### config.mk
export PLATFORM = sky130hd
export DESIGN_NAME = mem_stage
export DESIGN_NICKNAME = d
export VERILOG_FILES = /design/src/rtl/mem_stage_pkg.sv /design/src/rtl/mem_stage_wb_reg.sv /design/src/rtl/mem_stage.sv
export SDC_FILE = /design/constraint.sdc
export NUM_CORES = 1
export LEC_CHECK = 0
export CAP_MARGIN = 0
export CORE_AREA = 2 2 161 163
export DETAILED_ROUTE_END_ITERATION = 7
export DIE_AREA = 0 0 163 165
export REMOVE_ABC_BUFFERS = 1
export SYNTH_ARGS = -nofsm -noshare
export SYNTH_HDL_FRONTEND = slang
export SYNTH_HIERARCHICAL = 1
export SYNTH_SLANG_ARGS = --single-unit
### constraint.sdc
create_clock -name clk -period 5.9 [get_ports clk]
set_input_delay 1.18 -clock clk [delete_from_list [all_inputs] [get_ports clk]]
set_output_delay 1.18 -clock clk [all_outputs]
set_load 0.05 [all_outputs]
### src/rtl/mem_stage_pkg.sv
`default_nettype none
// ============================================================================
// mem_stage_pkg : widths, FSM state type and MEM/WB record for mem_stage
// Rev 1.0
// ============================================================================
package mem_stage_pkg;

  localparam int ADDR_W           = 32;
  localparam int DATA_W           = 32;
  localparam int REG_W            = 5;
  localparam int MAX_WAIT_DEFAULT = 15;

  typedef enum logic [1:0] {
    S_IDLE = 2'd0,
    S_BUSY = 2'd1,
    S_DONE = 2'd2
  } state_t;

  typedef struct packed {
    logic              valid;
    logic              write_reg;
    logic              write_back;
    logic              bus_err;
    logic              misalign;
    logic [DATA_W-1:0] read_data;
    logic [DATA_W-1:0] alu_output;
    logic [REG_W-1:0]  rt_or_rd;
  } mem_wb_t;

endpackage
`default_nettype wire

### src/rtl/mem_stage_wb_reg.sv
`default_nettype none
// ============================================================================
// mem_wb_reg : MEM/WB pipeline register; loads when not stalled, else bubbles
// Rev 1.0
// ============================================================================
module mem_wb_reg
  import mem_stage_pkg::*;
(
  input  logic    clk,
  input  logic    rst,
  input  logic    stall,
  input  mem_wb_t d,
  output mem_wb_t q
);

  mem_wb_t mw_d, mw_q;

  // Bubble kills the control bits but keeps the data fields stable.
  always_comb begin
    mw_d = d;
    if (stall) begin
      mw_d            = mw_q;
      mw_d.valid      = 1'b0;
      mw_d.write_reg  = 1'b0;
      mw_d.write_back = 1'b0;
      mw_d.bus_err    = 1'b0;
      mw_d.misalign   = 1'b0;
    end
  end

  always_ff @(posedge clk or posedge rst) begin
    if (rst) mw_q <= '0;
    else     mw_q <= mw_d;
  end

  assign q = mw_q;

endmodule
`default_nettype wire

### src/rtl/mem_stage.sv
`default_nettype none
// ============================================================================
// mem_stage : MEM pipeline stage with handshaked data-memory port and timeout
// Optional MEM_STAGE_ALIGN_CHECK_EN: unaligned memory ops bypass the bus.
// Rev 1.0
// ============================================================================
module mem_stage
  import mem_stage_pkg::*;
#(
  parameter int MAX_WAIT = MAX_WAIT_DEFAULT
) (
  input  logic              clk,
  input  logic              rst,
  input  logic              mem_read,
  input  logic              mem_write,
  input  logic              write_reg,
  input  logic              write_back,
  input  logic              branch,
  input  logic              ALU_zero_flag,
  input  logic [ADDR_W-1:0] ALU_output,
  input  logic [DATA_W-1:0] readData2,
  input  logic [ADDR_W-1:0] next,
  input  logic [REG_W-1:0]  rt_or_rd,
  output logic              dmem_req,
  output logic              dmem_we,
  output logic [ADDR_W-1:0] dmem_addr,
  output logic [DATA_W-1:0] dmem_wdata,
  input  logic [DATA_W-1:0] dmem_rdata,
  input  logic              dmem_ack,
  output logic              stall,
  output logic              pc_src,
  output logic [ADDR_W-1:0] branch_target,
  output logic              o_valid,
  output logic              o_write_reg,
  output logic              o_write_back,
  output logic              o_bus_err,
  output logic              o_misalign,
  output logic [DATA_W-1:0] o_read_data,
  output logic [DATA_W-1:0] o_ALU_output,
  output logic [REG_W-1:0]  o_rt_or_rd
);

  localparam int                CNT_W    = (MAX_WAIT > 1) ? $clog2(MAX_WAIT) : 1;
  localparam logic [CNT_W-1:0]  LAST_CNT = CNT_W'(MAX_WAIT - 1);

  state_t            state_q, state_d;
  logic [CNT_W-1:0]  cnt_q, cnt_d;
  logic              req_q, req_d, we_q, we_d, err_q, err_d;
  logic [ADDR_W-1:0] addr_q, addr_d;
  logic [DATA_W-1:0] wdata_q, wdata_d, rdata_q, rdata_d;
  logic              mem_op, misalign, issue, is_read;
  mem_wb_t           wb_d, wb_q;

  assign mem_op  = mem_read | mem_write;
  assign is_read = mem_read & ~mem_write;

`ifdef MEM_STAGE_ALIGN_CHECK_EN
  assign misalign = mem_op & (ALU_output[1:0] != 2'b00);
`else
  assign misalign = 1'b0;
`endif

  assign issue = mem_op & ~misalign;

  always_comb begin
    state_d = state_q;
    cnt_d   = cnt_q;
    req_d   = req_q;
    we_d    = we_q;
    addr_d  = addr_q;
    wdata_d = wdata_q;
    rdata_d = rdata_q;
    err_d   = err_q;
    case (state_q)
      S_IDLE: begin
        if (issue) begin
          state_d = S_BUSY;
          cnt_d   = '0;
          req_d   = 1'b1;
          we_d    = mem_write;
          addr_d  = ALU_output;
          wdata_d = readData2;
          err_d   = 1'b0;
        end
      end
      S_BUSY: begin
        // An ack on the final wait cycle still wins over the timeout.
        if (dmem_ack) begin
          state_d = S_DONE;
          req_d   = 1'b0;
          we_d    = 1'b0;
          rdata_d = dmem_rdata;
        end else if (cnt_q == LAST_CNT) begin
          state_d = S_DONE;
          req_d   = 1'b0;
          we_d    = 1'b0;
          rdata_d = '0;
          err_d   = 1'b1;
        end else begin
          cnt_d = cnt_q + 1'b1;
        end
      end
      S_DONE: begin
        state_d = S_IDLE;
        cnt_d   = '0;
      end
      default: state_d = S_IDLE;
    endcase
  end

  always_ff @(posedge clk or posedge rst) begin
    if (rst) begin
      state_q <= S_IDLE;
      cnt_q   <= '0;
      req_q   <= 1'b0;
      we_q    <= 1'b0;
      addr_q  <= '0;
      wdata_q <= '0;
      rdata_q <= '0;
      err_q   <= 1'b0;
    end else begin
      state_q <= state_d;
      cnt_q   <= cnt_d;
      req_q   <= req_d;
      we_q    <= we_d;
      addr_q  <= addr_d;
      wdata_q <= wdata_d;
      rdata_q <= rdata_d;
      err_q   <= err_d;
    end
  end

  // Reset gates stall so the pipeline is released while rst is held.
  assign stall = ~rst & (((state_q == S_IDLE) & issue) | (state_q == S_BUSY));

  assign pc_src        = branch & ALU_zero_flag & ~stall;
  assign branch_target = next;

  always_comb begin
    wb_d            = '0;
    wb_d.valid      = 1'b1;
    wb_d.write_reg  = write_reg & ~misalign & ~((state_q == S_DONE) & err_q);
    wb_d.write_back = write_back;
    wb_d.bus_err    = (state_q == S_DONE) & err_q;
    wb_d.misalign   = misalign;
    wb_d.read_data  = ((state_q == S_DONE) & is_read) ? rdata_q : '0;
    wb_d.alu_output = ALU_output;
    wb_d.rt_or_rd   = rt_or_rd;
  end

  mem_wb_reg u_mem_wb_reg (
    .clk   (clk),
    .rst   (rst),
    .stall (stall),
    .d     (wb_d),
    .q     (wb_q)
  );

  assign dmem_req     = req_q;
  assign dmem_we      = we_q;
  assign dmem_addr    = addr_q;
  assign dmem_wdata   = wdata_q;
  assign o_valid      = wb_q.valid;
  assign o_write_reg  = wb_q.write_reg;
  assign o_write_back = wb_q.write_back;
  assign o_bus_err    = wb_q.bus_err;
  assign o_misalign   = wb_q.misalign;
  assign o_read_data  = wb_q.read_data;
  assign o_ALU_output = wb_q.alu_output;
  assign o_rt_or_rd   = wb_q.rt_or_rd;

endmodule
`default_nettype wire

==> results of run 1 <==
-- routing by layer --
layer / vias to the layer above / wire length [µm] / global-route usage, % / part of all wire (%)
met2: 183 / 8900 / 22.1 / 46
met5: - / 29 / 0.947 / 0.15
met3: 17 / 1490 / 5.17 / 7.7
li1: 2125 / - / - / -
met4: 2 / 251 / 3.58 / 1.3
met1: 2391 / 8790 / 19.7 / 45
-- cell type report --
type,count,share of cell area (%)
Clock buffer,17,4.00
Clock inverter,15,1.52
Inverter,6,0.247
Multi-Input combinational cell,245,23.8
Sequential cell,179,42.2
Tap cell,330,3.89
Timing Repair Buffer,261,24.3
-- worst paths after layout --
kind                       slack, ns                  to
min reg2reg                     0.48            dmem_req
max reg2reg                     3.39  u_mem_wb_reg/q[59]
min in group asynchronous       1.32  u_mem_wb_reg/q[19]
max                             1.47              pc_src
min                             0.48            dmem_req
max in group asynchronous       3.55  u_mem_wb_reg/q[33]
-- Yosys cell counts --
library cell  instances  area (µm²)
a211o_1               1        8.76
a21o_1                4        30.0
a21oi_1               1        5.00
a22o_1               32         280
a31oi_1               1        6.26
a32o_1                2        20.0
and2_1               33         206
and3_1                3        18.8
buf_2                12        60.1
buf_4                37         278
buf_6                 7        78.8
clkbuf_1              4        15.0
conb_1                2        7.51
dfrtp_1             179        4480
ha_1                  2        25.0
inv_1                 6        22.5
mux2_2               78         878
mux2_4               55         826
nand2_1               5        18.8
nand4_1               1        6.26
nand4b_1              1        8.76
nor2_1                4        15.0
nor2b_1               6        37.5
nor3_1                2        10.0
nor3_2                1        10.0
nor4_1                1        6.26
nor4b_2               1        15.0
o211a_1               1        10.0
o211ai_2              1        12.5
o21a_1                1        7.51
o21ai_0               2        10.0
o21bai_1              1        7.51
o32ai_1               2        17.5
or3b_1                1        8.76
-- where the power goes --
group	internal [µW]	switching (µW)
clock	604	536
combinational	1060	1630
sequential	1640	225
total	3300	2390
-- worst register-to-register path: stages, from the launching register on --
cell,delay (ns)
dfrtp_1,0.67
nor3_1,0.17
nor3_2,0.43
buf_4,0.68
mux2_2,0.46
-- state kept, by name, indices dropped and copies added, names as in the netlist --
register and cells:
state_q 2, err_q 1, dmem_wdata 32, rdata_q 32
cnt_q 4, u_mem_wb_reg/q 74, dmem_req 1, dmem_we 1
dmem_addr 32
-- cells by family after synthesis --
logic type	share of synthesized area, %
fa+ha+maj	0.336
compound gates	5.58
simple gates	4.86
other cells	0.101
mux	22.9
flops	60.1
buf+inv	6.10
-- stage by stage --
step	hold slack [ns]	instance area, µm²	utilization (%)	setup TNS [ns]	total power (µW)
finish	0.484	10600	42.4	0	5690
global route	0.504	10600	42.4	0	5990
CTS	0.490	10600	42.4	0	5780
detailed placement	0.473	10000	40.1	0	4610
global placement	0.460	10000	40.1	0	4590
floorplan	0.458	7020	-	-339.87	3730
-- layout by cell type (no fill, tap or decap), drive strengths merged, types with 2 or more instances in the layout --
cell,instances
nor2b,6
dfrtp,179
mux2,133
clkinv,5
and2,33
clkbuf,17
conb,2
ha,2
nor3,3
buf,10
a32o,2
inv,14
and3,3
o32ai,2
clkdlybuf4s50,251
nand2,5
a21o,4
nor2,4
o21ai,2
a22o,32
==> run metrics, run 1 <==
clock slew at reported path FFs=0.06 ns; I/O Buffers=251; status=finished, final reports clean; clock buffers created by TritonCTS=17; worst min-delay path startpoint=dmem_req; max incr delay on CP=0.69 ns; CTS tree=yes; worst vdd ir=267 µV; Layout Area Growth over Synthesis=42.7%; Setup crit start=mem_write; fill count=2,320; hold depth=1; dpl hpwl=13,300 µm; DRC Markers=0; Warnings, synthesis=6; num rows=58; Initial Util=29.7%; Setup CP Type=in2out; Die X-Extent=163 µm; Placer Congestion=0.691; Root Buffer=clkbuf_16; antenna-violating nets left=0; 1st-iter DRT viols=221; Worst setup EP type=output pin; dpl cells=1,021; # nets final=854; pre-CTS setup slack=1.33 ns; Tmin final=4.43 ns; post-synthesis register bit count=179; post-synthesis sequential area ratio=60.1%; final cell count without fillers=1,053; CP Cell Sequence=clkdlybuf4s50_1 -> nor3_1 -> nor3_2 -> buf_4 -> nor2_1 -> clkdlybuf4s50_1; measured slew at the worst slew-check pin=0.858 ns; total grt overflow=0; largest net degree at the start of global routing=62; RR Startpoint=state_q[0]; wire per inst=18.5 µm; R2R depth=4; Crit. path cell count=6; clock latency on the worst-skew pair=0.42 ns; Via density=4.48; Die H=165 µm; Slew headroom=42.8%; layout cells sized above 1=25.0%; PnR worst setup slack=1.47 ns; Top delay family on crit path=buffers and inverters; Yosys cell types=34; CP max stage cell=clkdlybuf4s50_1; setup repair after global routing missed its margin=no; netlist area before placement=7450 µm²; global-route wire length before repair=29,600 µm; FMAX=226 MHz; cts hold-fix bufs=0; DRT Wirelength=19,500 µm; Buffers & Inverters on Critical Path=3; Die ar.=26,900 µm²; Critical Path AT=3.25 ns; Required @ worst endpoint=4.72 ns; Avg Cell Area, Syn=15.2 µm²; Crit path top cell by count=clkdlybuf4s50_1; Inserted Diodes=0; vias in the first global route=4,993; clk sinks=179; Slew Limit Fails=0; I/O Pins=316; multi-input combinational cell area=2530 µm²; Min-Delay Path Class=reg2reg; Max Cap Violations=0; FF+latch area=4480 µm²; PostCTS Resize Cnt=0; Pleak=0.00467 µW; Final period util=75.1%; Core Box Area=25,000 µm²; CP Max Fanout=4; worst clock skew=0.0110 ns; Max H-tree Level=4; Vias=4,718; initial antenna violation count=0; Post-CTS Setup Bufs=0; Power Density=536 nW/µm²; setup violators final=0; Max Root-Sink Buffers=2; Gate Count Post-Synth=490; Final Hold Vio Count=0; Critical Path Start Type=primary input; Pre-antenna DRT Iters=4; Total GRT Usage=14.5%
No activity file was read; power rests on OpenSTA's default activity.
==> run 2: changes to the inputs <==
==> constraint.sdc (replaced) <==
create_clock -name clk -period 4.2 [get_ports clk]
set_input_delay 0.84 -clock clk [delete_from_list [all_inputs] [get_ports clk]]
set_output_delay 0.84 -clock clk [all_outputs]
set_load 0.05 [all_outputs]
==> run metrics, run 2 (synthesis gave the netlist of run 1 again) <==
status=finished, final reports clean (unchanged); global-route wire length before repair=29,500 µm (was 29,600 µm); # nets final=855 (was 854); fill count=2,315 (was 2,320); vias in the first global route=4,957 (was 4,993); Power, Total=8000 µW (was 5690 µW); Critical Path AT=2.31 ns (was 3.25 ns); clock slew at reported path FFs=0.07 ns (was 0.06 ns); initial antenna violation count=0 (unchanged); DRT Wirelength=19,600 µm (was 19,500 µm); Layout Area Growth over Synthesis=43.1% (was 42.7%); clk sinks=179 (unchanged); DRC Markers=0 (unchanged); clock latency on the worst-skew pair=0.43 ns (was 0.42 ns); layout cells sized above 1=25.4% (was 25.0%); FMAX=318 MHz; CP Max Fanout=4 (unchanged); CTS tree=yes (unchanged); commonest non-fill, non-tap cells in the layout=clkdlybuf4s50_1, dfrtp_1, mux2_2, mux2_4, and2_1 (unchanged); Min-Delay Path Class=reg2reg (unchanged); worst hold slack=0.485 ns (was 0.484 ns); commonest non-fill, non-tap cell in the layout=clkdlybuf4s50_1 (unchanged); multi-input combinational cell area=2530 µm² (unchanged); worst vdd ir=457 µV (was 267 µV); Final Hold Vio Count=0 (unchanged); cts hold-fix bufs=0 (unchanged); Final period util=75.0%; Pleak=0.00469 µW (was 0.00467 µW); Root Buffer=clkbuf_16 (unchanged); Max Cap Violations=0 (unchanged); worst clock skew=0.0121 ns (was 0.0110 ns); Required @ worst endpoint=3.36 ns (was 4.72 ns); Placer Congestion=0.685 (was 0.691); total grt overflow=0 (unchanged); Initial Util=29.7% (unchanged); clock buffers created by TritonCTS=17 (unchanged); Critical Path Start Type=primary input (unchanged); I/O Pins=316 (unchanged); PostCTS Resize Cnt=0 (unchanged); final cell count without fillers=1,054 (was 1,053); Via density=4.46 (was 4.48); dpl hpwl=13,500 µm (was 13,300 µm); Slew Limit Fails=0 (unchanged); FF+latch area=4480 µm² (unchanged); max FFs per register=74 (unchanged); dpl cells=1,022 (was 1,021); measured slew at the worst slew-check pin=0.813 ns (was 0.858 ns); Inserted Diodes=0 (unchanged); wire per inst=18.6 µm (was 18.5 µm); Post-CTS Setup Bufs=0 (unchanged); Tmin final=3.15 ns; Max H-tree Level=4 (unchanged); Total GRT Usage=14.6% (was 14.5%); Pre-antenna DRT Iters=4 (unchanged); Max Root-Sink Buffers=2 (unchanged); setup repair after global routing missed its margin=no (unchanged); Worst setup EP type=output pin (unchanged); 1st-iter DRT viols=177 (was 221); Die ar.=26,900 µm² (unchanged); Core Box Area=25,000 µm² (unchanged); Die X-Extent=163 µm (unchanged); num rows=58 (unchanged); Vias=4,699 (was 4,718); setup violators final=0 (unchanged); I/O Buffers=251 (unchanged); Slew headroom=45.8% (was 42.8%); Die H=165 µm (unchanged); largest net degree at the start of global routing=59 (was 62); antenna-violating nets left=0 (unchanged); Setup CP Type=in2out (unchanged); Power Density=750 nW/µm² (was 536 nW/µm²)
-- run 2: stage by stage --
stage / setup slack, ns / area [µm²] / utilization (%) / TNS, ns
detailed placement: 0.885 / 10100 / 40.3 / 0
CTS: 1.04 / 10700 / 42.6 / 0
global placement: 0.917 / 10100 / 40.3 / 0
finish: 1.05 / 10700 / 42.6 / 0
floorplan: -8.09 / 7020 / - / -441.19
global route: 0.946 / 10700 / 42.6 / 0
-- run 2: worst max-delay path, cell delays in order --
cell and delay [ns]:
clkdlybuf4s50_1 0.57, nor3_1 0.11, nor3_2 0.30, buf_4 0.24
nor2_1 0.06, buf_4 0.18
-- run 2: where the power goes --
| part | internal, µW | switching (µW) | leakage (µW) | total (µW) |
|---|---|---|---|---|
| registers | 2310 | 322 | 0.00220 | 2630 |
| clock network | 801 | 779 | 0.000289 | 1580 |
| logic | 1500 | 2290 | 0.00220 | 3790 |
| total | 4610 | 3390 | 0.00469 | 8000 |
-- run 2: cell type report --
type / instances / share of cell area [%]
clock buffers: 17 / 3.99
clock inverters: 15 / 1.46
inverters: 6 / 0.246
multi-input cells: 245 / 23.8
flip-flops and latches: 179 / 42.0
well taps: 330 / 3.87
repair buffers: 262 / 24.6
-- run 2: path summary, 6_finish.rpt --
check / depth (start not counted) / to / slack [ns] / startpoint
worst max-delay path: 6 / pc_src / 1.05 / mem_write
worst min-delay path: 1 / dmem_req / 0.49 / dmem_req
worst max register to register: 5 / u_mem_wb_reg/q[54] / 1.62 / state_q[0]
worst min register to register: 1 / dmem_req / 0.49 / dmem_req
max in group asynchronous: 3 / rdata_q[10] / 2.54 / rst
min in group asynchronous: 2 / dmem_addr[14] / 0.92 / rst
-- run 2: metal layers --
layer	global-route usage (%)	share of wire, %
met2	22.0	47
met3	5.55	7.5
met5	0.947	0.14
met1	19.3	44
met4	4.51	1.6
==> run 3: changes to the inputs <==
==> constraint.sdc (replaced) <==
create_clock -name clk -period 2.6 [get_ports clk]
set_input_delay 0.52 -clock clk [delete_from_list [all_inputs] [get_ports clk]]
set_output_delay 0.52 -clock clk [all_outputs]
set_load 0.05 [all_outputs]
==> run metrics, run 3 (synthesis gave the netlist of run 1 again) <==
commonest non-fill, non-tap cells in the layout=clkdlybuf4s50_1, dfrtp_1, mux2_2, mux2_4, and2_1 (unchanged); dpl cells=1,028 (was 1,022); max FFs per register=74 (unchanged); Critical Path AT=1.96 ns (was 2.31 ns); Max H-tree Level=4 (unchanged); PostCTS Resize Cnt=0 (unchanged); CP Max Fanout=45 (was 4); antenna-violating nets left=0 (unchanged); Total GRT Usage=14.5% (was 14.6%); wire per inst=18.2 µm (was 18.6 µm); cts hold-fix bufs=0 (unchanged); Layout Area Growth over Synthesis=45.2% (was 43.1%); Die X-Extent=163 µm (unchanged); R2R Setup Slk=0.70 ns (was 1.62 ns); FF-to-FF End=rdata_q[15] (was u_mem_wb_reg/q[54]); num rows=58 (unchanged); Vias=4,714 (was 4,699); DRC Markers=0 (unchanged); setup repair after global routing missed its margin=no (unchanged); Power Density=1210 nW/µm² (was 750 nW/µm²); Slew headroom=61.0% (was 45.8%); setup violators final=0 (unchanged); Pre-antenna DRT Iters=4 (unchanged); Max Cap Violations=0 (unchanged); PnR worst setup slack=0.122 ns (was 1.05 ns); FMAX=404 MHz; Inserted Diodes=0 (unchanged); worst clock skew=0.00810 ns (was 0.0121 ns); status=finished, final reports clean (unchanged); total grt overflow=0 (unchanged); Initial Util=29.7% (unchanged); largest net degree at the start of global routing=73 (was 59); clock latency on the worst-skew pair=0.42 ns (was 0.43 ns); worst vdd ir=573 µV (was 457 µV); Post-CTS Setup Bufs=0 (unchanged); Core Box Area=25,000 µm² (unchanged); pre-CTS setup slack=0.114 ns (was 0.885 ns); Pleak=0.00476 µW (was 0.00469 µW); DR top layer=met5 (unchanged); Die ar.=26,900 µm² (unchanged); Root Buffer=clkbuf_16 (unchanged); fill count=2,305 (was 2,315); Via density=4.45 (was 4.46); layout cells sized above 1=26.0% (was 25.4%); Area after DPL=10,200 µm² (was 10,100 µm²); final setup TNS=0 ns (unchanged); Max Root-Sink Buffers=2 (unchanged); final cell count without fillers=1,060 (was 1,054); dpl hpwl=13,300 µm (was 13,500 µm); final instance area=10,800 µm² (was 10,700 µm²); Final Hold Vio Count=0 (unchanged); CTS tree=yes (unchanged); Critical Path Start Type=primary input (unchanged); I/O Pins=316 (unchanged); met3 WL=1490 µm (was 1460 µm); RR Startpoint=cnt_q[0] (was state_q[0]); global-route wire length before repair=29,600 µm (was 29,500 µm); I/O Buffers=251 (unchanged); clock buffers created by TritonCTS=17 (unchanged); Setup CP Type=in2out (unchanged); Tmin final=2.48 ns; met2 routed WL=9170 µm (was 9180 µm); Placer Congestion=0.700 (was 0.685); Min-Delay Path Class=in2async (was reg2reg); commonest non-fill, non-tap cell in the layout=clkdlybuf4s50_1 (unchanged); clk sinks=179 (unchanged); measured slew at the worst slew-check pin=0.583 ns (was 0.813 ns); met1 WL=8400 µm (was 8620 µm); initial antenna violation count=0 (unchanged); Die H=165 µm (unchanged); DRT Wirelength=19,300 µm (was 19,600 µm); R2R depth=6 (was 5); Required @ worst endpoint=2.08 ns (was 3.36 ns); Final period util=95.3%; 1st-iter DRT viols=222 (was 177); # nets final=861 (was 855); clock slew at reported path FFs=0.07 ns (about the same); Slew Limit Fails=0 (unchanged); Power, Total=13,100 µW (was 8000 µW); vias in the first global route=5,042 (was 4,957); Worst setup EP type=output pin (unchanged)
run 3: changes by cell type in the layout (fill, tap and decap cells not counted):
cell        delta
bufinv_16      +1
clkinv_4       +2
clkinvlp_4     +1
inv_8          -1
clkinv_8       +2
buf_12         +6
clkinv_2       -1
inv_6          -4
run 3: per-stage QoR:
step	hold slack, ns	utilization [%]
after floorplan	0.458	-
after global placement	0.470	40.7
after detailed placement	0.472	40.7
after CTS	0.377	43.2
after global routing	0.385	43.2
final	0.396	43.2
run 3: critical path: stages:
cell	delay, ns
clkdlybuf4s50_1	0.53
nor3_1	0.09
nor3_2	0.28
buf_12	0.33
buf_12	0.18
run 3: worst max path at each step:
stage                from      to  cells past startpoint
2_1_floorplan  state_q[0]  pc_src                      3
3_3_place_gp     mem_read   stall                      5
3_5_place_dp     mem_read   stall                      5
4_1_cts          mem_read   stall                      5
5_1_grt          mem_read   stall                      5
6_report         mem_read   stall                      5
run 3: area by class of cell:
class / count / area (µm²) / share of cell area (%)
sequential: 179 / 4480 / 41.4
clock buffer: 17 / 425 / 3.93
clock inverter: 15 / 191 / 1.77
tap: 330 / 413 / 3.82
timing repair buffer: 268 / 2750 / 25.4
multi-input combinational: 245 / 2530 / 23.4
inverter: 6 / 26.3 / 0.243
run 3: where the power goes:
part / switching, µW / total, µW / leakage, µW / internal (µW)
clock network: 1260 / 2650 / 0.000297 / 1390
logic: 3730 / 6260 / 0.00226 / 2530
registers: 486 / 4220 / 0.00220 / 3730
total: 5480 / 13100 / 0.00476 / 7650
run 3: layer usage:
metal  GRT usage (%)  up-vias
li1                -     2149
met5           0.947        -
met4            3.38        2
met3            6.05       17
met1            19.0     2378
met2            22.1      168
